## config.mk

```make
export PLATFORM = sky130hd
export DESIGN_NAME = ntt_flat_seq_flat
export DESIGN_NICKNAME = d
export VERILOG_FILES = /design/src/rtl/ntt_pkg.sv /design/src/rtl/ntt_flat_seq_if.sv /design/src/rtl/ntt_flat_slot_mux.sv /design/src/rtl/ntt_flat_seq.sv /design/src/flat_wrapper.sv
export SDC_FILE = /design/constraint.sdc
export NUM_CORES = 1
export LEC_CHECK = 0
export ABC_AREA = 1
export CORE_ASPECT_RATIO = 1.75
export CORE_MARGIN = 2
export CORE_UTILIZATION = 30
export DETAILED_ROUTE_END_ITERATION = 8
export PLACE_DENSITY_LB_ADDON = 0.3
export SLEW_MARGIN = 20
export SYNTH_ARGS = -nofsm -noshare
export SYNTH_HDL_FRONTEND = slang
export SYNTH_SLANG_ARGS = --single-unit
export TNS_END_PERCENT = 10
```

## constraint.sdc

```tcl
create_clock -name clk -period 2.3 [get_ports clk]
set_clock_uncertainty 0.15 [all_clocks]
set_input_delay 0.23 -clock clk [delete_from_list [all_inputs] [get_ports clk]]
set_output_delay 0.23 -clock clk [all_outputs]
set_load 0.005 [all_outputs]
```

## src/rtl/ntt_pkg.sv

```systemverilog
// Shared encodings and helpers for the flat NTT sequencer slice.
package ntt_pkg;

    localparam logic [1:0] ST_LOAD  = 2'd0;
    localparam logic [1:0] ST_RUN   = 2'd1;
    localparam logic [1:0] ST_DRAIN = 2'd2;

    localparam logic MODE_NTT  = 1'b0;
    localparam logic MODE_INTT = 1'b1;

    typedef enum logic [1:0] {
        S_LOAD  = ST_LOAD,
        S_RUN   = ST_RUN,
        S_DRAIN = ST_DRAIN
    } seq_state_t;

    function automatic int clog2(input int v);
        int r;
        r = 0;
        while ((1 << r) < v) r++;
        return r;
    endfunction

endpackage

```

## src/rtl/ntt_flat_seq_if.sv

```systemverilog
// Serial coefficient streams in and out of the flat NTT sequencer.
interface ntt_flat_seq_if #(parameter int N = 17);
    logic         in_valid;
    logic         in_ready;
    logic [N-1:0] in_data;
    logic         in_mode;
    logic         out_valid;
    logic         out_ready;
    logic [N-1:0] out_data;
    logic         out_last;

    modport master (output in_valid, in_data, in_mode, out_ready,
                    input  in_ready, out_valid, out_data, out_last);
    modport slave  (input  in_valid, in_data, in_mode, out_ready,
                    output in_ready, out_valid, out_data, out_last);
endinterface

```

## src/rtl/ntt_flat_slot_mux.sv

```systemverilog
// D-way read mux selecting one N-bit word out of a flat D*N bus.
module ntt_flat_slot_mux #(
    parameter int N  = 17,
    parameter int D  = 16,
    parameter int SW = 4
) (
    input  logic [D*N-1:0] bus,
    input  logic [SW-1:0]  sel,
    output logic [N-1:0]   dout
);
    logic [N-1:0] words [D];

    for (genvar k = 0; k < D; k++) begin : g_slot
        assign words[k] = bus[k*N +: N];
    end

    assign dout = words[sel];
endmodule

```

## src/rtl/ntt_flat_seq.sv

```systemverilog
// Serial-to-flat loader, fixed-latency wait and flat-to-serial drain around
// the flat NTT datapath. One frame in flight at a time.
module ntt_flat_seq
    import ntt_pkg::*;
#(
    parameter int N   = 17,
    parameter int D   = 16,
    parameter int LAT = 4
) (
    input  logic           clk,
    input  logic           rst_n,
    ntt_flat_seq_if.slave  s,
    output logic           busy,
    output logic [D*N-1:0] dp_a,
    output logic           dp_mode,
    input  logic [D*N-1:0] dp_b
);
    localparam int CW = clog2(D);
    localparam int WW = (LAT > 1) ? clog2(LAT) : 1;

    seq_state_t     state, state_nxt;
    logic [CW-1:0]  cnt;
    logic [WW-1:0]  wcnt;
    logic [D*N-1:0] res;
    logic           in_fire, out_fire, cnt_last;

    assign cnt_last = (cnt == CW'(D-1));

    always_ff @(posedge clk or negedge rst_n) begin
        if (!rst_n) state <= S_LOAD;
        else        state <= state_nxt;
    end

    always_comb begin
        state_nxt   = state;
        s.in_ready  = 1'b0;
        s.out_valid = 1'b0;
        s.out_last  = 1'b0;
        in_fire     = 1'b0;
        out_fire    = 1'b0;
        case (state)
            S_LOAD: begin
                s.in_ready = 1'b1;
                in_fire    = s.in_valid;
                if (in_fire && cnt_last) state_nxt = S_RUN;
            end
            S_RUN: begin
                if (wcnt == '0) state_nxt = S_DRAIN;
            end
            S_DRAIN: begin
                s.out_valid = 1'b1;
                s.out_last  = cnt_last;
                out_fire    = s.out_ready;
                if (out_fire && cnt_last) state_nxt = S_LOAD;
            end
            default: state_nxt = S_LOAD;
        endcase
    end

    // cnt is shared: word slot while loading, result slot while draining.
    always_ff @(posedge clk or negedge rst_n) begin
        if (!rst_n) begin
            cnt     <= '0;
            wcnt    <= '0;
            dp_a    <= '0;
            dp_mode <= MODE_NTT;
            res     <= '0;
        end else begin
            if (in_fire) begin
                dp_a[cnt*N +: N] <= s.in_data;
                if (cnt == '0) dp_mode <= s.in_mode;
                if (cnt_last)  wcnt    <= WW'(LAT-1);
                cnt <= cnt + CW'(1);
            end
            if (state == S_RUN) begin
                if (wcnt == '0) res  <= dp_b;
                else            wcnt <= wcnt - WW'(1);
            end
            if (out_fire) cnt <= cnt + CW'(1);
        end
    end

    assign busy = !(state == S_LOAD && cnt == '0);

    ntt_flat_slot_mux #(.N(N), .D(D), .SW(CW)) u_mux (
        .bus  (res),
        .sel  (cnt),
        .dout (s.out_data)
    );
endmodule
```

## src/flat_wrapper.sv

```systemverilog
// flat-port wrapper written by rule: the top's interface ports become plain ports
module ntt_flat_seq_flat import ntt_pkg::*;
#(
    parameter int N   = 17,
    parameter int D   = 16,
    parameter int LAT = 4
)
  (clk, rst_n, busy, dp_a, dp_mode, dp_b, s_in_valid, s_in_data, s_in_mode, s_out_ready, s_in_ready, s_out_valid, s_out_data, s_out_last);
  ntt_flat_seq_if #(.N(N)) s_i ();
  input  logic clk;
  input  logic rst_n;
  output logic busy;
  output logic [D*N-1:0] dp_a;
  output logic dp_mode;
  input  logic [D*N-1:0] dp_b;
  input wire logic [$bits(s_i.in_valid)-1:0] s_in_valid;
  input wire logic [$bits(s_i.in_data)-1:0] s_in_data;
  input wire logic [$bits(s_i.in_mode)-1:0] s_in_mode;
  input wire logic [$bits(s_i.out_ready)-1:0] s_out_ready;
  output wire logic [$bits(s_i.in_ready)-1:0] s_in_ready;
  output wire logic [$bits(s_i.out_valid)-1:0] s_out_valid;
  output wire logic [$bits(s_i.out_data)-1:0] s_out_data;
  output wire logic [$bits(s_i.out_last)-1:0] s_out_last;
  assign s_i.in_valid = s_in_valid;
  assign s_i.in_data = s_in_data;
  assign s_i.in_mode = s_in_mode;
  assign s_i.out_ready = s_out_ready;
  assign s_in_ready = s_i.in_ready;
  assign s_out_valid = s_i.out_valid;
  assign s_out_data = s_i.out_data;
  assign s_out_last = s_i.out_last;
  ntt_flat_seq #(.N(N), .D(D), .LAT(LAT)) u_core (.clk(clk), .rst_n(rst_n), .s(s_i), .busy(busy), .dp_a(dp_a), .dp_mode(dp_mode), .dp_b(dp_b));
endmodule
```

# Word level (Yosys, flattened, before mapping)
# Index checks and enable logic that the tools add are counted.
# Widths: inputs -> output; s select.
[op_classes] magnitude_cmp=1 bitwise=1 add_sub_neg=3 n_shift=2 n_mul=1 mux=19 n_eq_ne=6 reduce_logical=11
[op_table] cell="$bwmux 272" count=1
[op_table] cell="$shift 17x34->272 const A" count=1
[op_table] cell="$shiftx 17x34->272" count=1
[op_table] cell="$bmux 17 s4" count=1
[op_table] cell="$mux 17" count=2
[op_table] cell="$neg 9->34" count=1
[op_table] cell="$mux 2" count=7
[op_table] cell="$mul 4x5->9 const B" count=1
[op_table] cell="$mux 4" count=2
[op_table] cell="$pmux 2 s3" count=1
[op_table] cell="$ge 5x5->1 const B" count=1
[op_table] cell="$mux 1" count=5
[op_table] cell="$not 4->5" count=1
[op_table] cell="$add 4x1->4 const B" count=1
[op_table] cell="$eq 4x4->1 const B" count=1
[op_table] cell="$logic_not 2->1" count=2
[op_table] cell="$logic_not 4->1" count=1
[op_table] cell="$ne 2x1->1 const B" count=2
[op_table] cell="$reduce_and 2->1" count=2
[op_table] cell="$logic_and 1x1->1" count=3
[op_table] cell="$reduce_and 3->1" count=1
[op_table] cell="$eq 2x1->1 const B" count=1
[op_table] cell="$eq 2x2->1 const B" count=1
[op_table] cell="$ne 2x2->1 const B" count=1
[op_table] cell="other kinds (3)" count=3
[totals] regBits=553 output_inout_bits=294

# Logic depth before layout (Yosys ltp)
[depth] ltp_word=5 ltp_mapped=15

# Cells and area by module
# From an unflattened synthesis, not the netlist that was laid out.
[unflattened] hier_cells=3236 area_unflattened_um2=25679.6
[by_module_without_submodules] mod="ntt_flat_seq" area_per_inst_um2=22268.9 instances=1 cells_each=2413 seq_area_each_um2=13838.3
[by_module_without_submodules] mod="ntt_flat_slot_mux" area_per_inst_um2=3410.8 instances=1 cells_each=823 seq_area_each_um2=0.0

# Worst setup path after synthesis
# Ideal clock, no wire load.
[synth_timing] kind="reg-to-reg" start="register u_core.cnt[0]" end="register u_core.dp_a[76]" path_stages_with_launch=14 t_arrival_ps=2269 slack_ps=-236 n_path_buf=5 required_time_ps=2033 path_cell_list="dfrtp_1 buf_2 inv_2 buf_2 buf_2 ha_1 buf_2 nor2_1 inv_1 nor2_4 nand3_2 buf_2 nand2_1 nand2_1"
[synth_via] elab_chain_len=4
[synth_lines] item="from (decl)" line_no="ntt_flat_seq.sv:22" rtl="logic [CW-1:0] cnt;"
[synth_lines] item="from (signal assigned)" line_no="ntt_flat_seq.sv:73" rtl="cnt <= cnt + CW'(1);"
[synth_lines] item="from (signal assigned)" line_no="ntt_flat_seq.sv:79" rtl="if (out_fire) cnt <= cnt + CW'(1);"
[synth_lines] item="$mul 4x5->9 *" line_no="ntt_flat_seq.sv:70" rtl="dp_a[cnt*N +: N] <= s.in_data;"
[synth_lines] item="$neg 9->34 *" line_no="ntt_flat_seq.sv:70"
[synth_lines] item="$shiftx 17x34->272 or $shift 17x34->272 (tied branches)" line_no="ntt_flat_seq.sv:70"
[synth_lines] item="$bwmux 272 *" line_no="ntt_flat_seq.sv:70"
[synth_lines] item="to (signal, indexed assignment)" line_no="ntt_flat_seq.sv:70"
[synth_lines] item="to (decl)" line_no="ntt_flat_seq.sv:14" rtl="output logic [D*N-1:0] dp_a,"
# Every way passes the cells marked *; elsewhere a longest branch is shown, timed or not.
# A chain may end at the register's enable or synchronous reset.

# Worst setup path in the final report
[layout_timing] start="register u_core.cnt[0]" end="output port s_out_data[9]"
[layout_via] elab_chain_len=4
[layout_lines] item="$not 4->5 (implied by the code)" line_no="ntt_flat_slot_mux.sv:17" rtl="assign dout = words[sel];"
[layout_lines] item="$bmux 17 s4" line_no="ntt_flat_slot_mux.sv:17"
[layout_lines] item="$mux 17 (implied by the code) (2 in a row)" line_no="ntt_flat_slot_mux.sv:17"
[layout_lines] item="to (decl)" line_no="flat_wrapper.sv:22" rtl="output wire logic [$bits(s_i.out_data)-1:0] s_out_data;"
# No other way between the ends. The select of a mux whose other input is x is not followed.

==> impl_metrics.csv <==
group,metric,value,unit
global_route,grt_usage,25.1,%
outcome,status,"finished with violations",
global_route,grt_pass1_wl,153,mm
yosys,synthCells,2880,
clock_tree,cts_sinks,553,
sta,clock.fmax,376,MHz
routing,routed_via_density,4.91,
critical_path,crit_buf_inv,3,
run,cap_viol_max_count,0,
clock_tree,cts_buffers,53,
sta,finalWorstSetupSlack,-358,ps
sta,whs,39.9,ps
routing,drcViolationCount,0,
critical_path,worst_setup_path_end_kind,"output port",
yosys,syn_area,24300,um^2
clock_tree,htree_levels,2,
clock_tree,cts_tree,"built",
yosys,syn_area_per_cell,8.43,um^2
floorplanning,rows,138,
sta,worst_pin_slew,750,ps
sta,slew_violations,0,
routing,antenna_left,0,
placed_design,place_ws,-419,ps
floorplanning,die_width,219,um
power_and_ir_drop,static-leakage-power,17.6,nW
global_route,grt_max_degree,102,
critical_path,path_max_fanout,11,
routing,routed_wirelength,106,mm
sta,period_share,116,%
critical_path,max_stage_delay,550,ps
power_and_ir_drop,peakVddDrop,0.709,mV
clock_tree,clkTransAtPathRegs,60,ps
placed_design,place_congestion,0.909,
floorplanning,start_util,30.2,%
layout,drive_gt1_share,21.0,%
critical_path,critPathTopFamily,"flip-flops",
global_route,grt_pass1_vias,22700,
routing,vias,22900,
routing,dr.pass1.iters,8,
routing,drtIter0Drc,1901,
layout,syn_to_final_growth,55.0,%
yosys,yosys_warnings,0,
critical_path,cp_data_arrival_time,2280,ps
yosys,yosysUniqueCellTypes,29,
critical_path,critical_path_class,"flip-flop to output port",
clock_tree,cts_max_path_buffers,3,
critical_path,critPathRequiredTime,1920,ps
sta,final-hold-violation-count,0,
sta,rsz0062_at_grt,"true",
layout,final_nets,3861,
sta,setup_violations,262,
sta,slew_headroom,50.0,%
critical_path,start_kind,"flip-flop",
yosys,synth-seq-cells,553,
placed_design,portBuffers,587,
critical_path,crit_path_top_delay_cell,"dfrtp_4",
placed_design,dp_hpwl,78.2,mm
global_route,antenna_found_initial,18,
routing,wl_per_cell,22.9,um
floorplanning,ios,588,
clock_tree,cts-root-buf,"clkbuf_16",
floorplanning,fp.dieH,380,um
yosys,yosysSeqAreaShare,57.0,%
global_route,grt-ovfl-total,0,
yosys,syn-num-nets,3179,
outcome,failed_checks,"negative setup slack",
clock_tree,clk_latency,620,ps
floorplanning,dieArea,83300,um^2
floorplanning,core,80500,um^2
sta,period_needed,2660,ps
power_and_ir_drop,powerDensity,1420,nW/um^2
critical_path,path_cells,"buf_12 > buf_16 > o21ai_4 > nand2_1 > nand3_1 > nand3_4 > nand2_2 > buf_6",
hold_path,worstHoldPathType,"input pin to asynchronous set/reset pin",
## power breakdown
group          switching [mW]  total, mW  internal (mW)
logic                    16.2       28.6           12.5
clock network            3.96       9.06           5.10
registers                2.03       15.8           13.8
## final timing paths
| path | start | to | slack, ps | cells after the start |
|---|---|---|---|---|
| worst max-delay path | u_core.cnt[0] | s_out_data[9] | -360 | 8 |
| max in group asynchronous | rst_n | u_core.dp_a[144] | 1060 | 3 |
| worst min-delay path | rst_n | u_core.dp_a[172] | 40 | 2 |
| min in group clk | dp_b[181] | u_core.res[181] | 40 | 3 |
| worst max register to register | u_core.cnt[0] | u_core.dp_a[251] | -160 | 12 |
| worst min register to register | u_core.dp_a[150] | u_core.dp_a[150] | 320 | 2 |
## timing repair
item	CTS	global route
endpoints found under the setup margin	256	293
gates resized for setup	546	218
hold endpoints to repair	415	0
gates cloned	23	7
pin swaps	93	86
hold buffers	11	0
setup buffers	36	7
## state kept, by name (all words and copies together) (netlist names)
register / count
u_core.dp_a: 272
u_core.cnt: 4
u_core.dp_mode: 1
u_core.wcnt: 2
u_core.state: 2
u_core.res: 272
## layout make-up
cell class / count / area [um^2]
flip-flops and latches: 553 / 13800
clock buffers: 78 / 1550
diodes: 7 / 17.5
repair inverters: 1 / 8.76
well taps: 1050 / 1310
repair buffers: 806 / 8840
multi-input cells: 1878 / 10800
inverters: 269 / 1050
fillers: 7718 / 42900
clock inverters: 13 / 183
## synthesized netlist by cell type, drive strengths merged
master | n | area share (%)
dfrtp | 553 | 57
o22ai | 1 | 0.026
nor2 | 285 | 4.7
clkbuf | 85 | 1.3
a21boi | 5 | 0.15
xor2 | 3 | 0.11
mux2 | 34 | 1.6
nand4 | 44 | 1.1
ha | 5 | 0.26
buf | 100 | 2.3
nand2 | 756 | 12
nor3 | 4 | 0.083
a21oi | 245 | 5.1
o21ai | 190 | 3.9
nand3 | 301 | 6.3
clkinv | 1 | 0.015
inv | 268 | 4.1
## worst reg2reg max path, delay by kind of cell (launching register included)
kind          cells  cell delay (ps)
simple gates      5              750
flops             1              510
buf+inv           6              850
fa+ha+maj         1              160
## cell usage in the layout, fill, tap and decap left out, drive strengths merged
| master | n |
|---|---|
| ha | 5 |
| clkinvlp | 1 |
| nor2 | 285 |
| dlymetal6s2s | 2 |
| nand2 | 758 |
| nand3 | 304 |
| dlygate4sd3 | 11 |
| clkinv | 9 |
| o21ai | 190 |
| clkdlybuf4s50 | 565 |
| xor2 | 3 |
| bufinv | 4 |
| nor3 | 4 |
| diode | 7 |
| nand4 | 44 |
| o22ai | 1 |
| dfrtp | 553 |
| clkbuf | 83 |
| a21oi | 245 |
| a21boi | 5 |
| buf | 223 |
| inv | 269 |
| mux2 | 34 |
## per-layer routing
metal | up-vias | track usage [%] | part of all wire, %
li1 | 10600 | - | -
met1 | 11000 | 28.8 | 37
met2 | 998 | 44.6 | 51
met3 | 231 | 4.58 | 6.7
met4 | 14 | 12.2 | 5.5
met5 | - | 0 | 0.081
## per-stage QoR
step	std cells	utilization (%)	cell area (um^2)	setup TNS, ps	total power, mW
3_5_place_dp	4492	40.2	32400	-14200	37.9
4_1_cts	4641	45.7	36800	-14740	52.1
6_report	4655	46.7	37600	-21160	53.5
2_1_floorplan	2880	-	24300	0	25.7
5_1_grt	4655	46.7	37600	-42170	56.5
3_3_place_gp	4492	40.2	32400	-9890	37.6
## cell families (layout without fill, tap and decap cells)
logic type	after synthesis	count (layout)	share of synthesized area [%]
xor+xnor	3	3	0.108
buf+inv	454	1167	7.82
other cells	0	7	0
simple gates	1390	1395	24.1
flops	553	553	57.0
compound gates	441	441	9.15
fa+ha+maj	5	5	0.258
mux	34	34	1.58
Power figures use the tool's default switching activity.
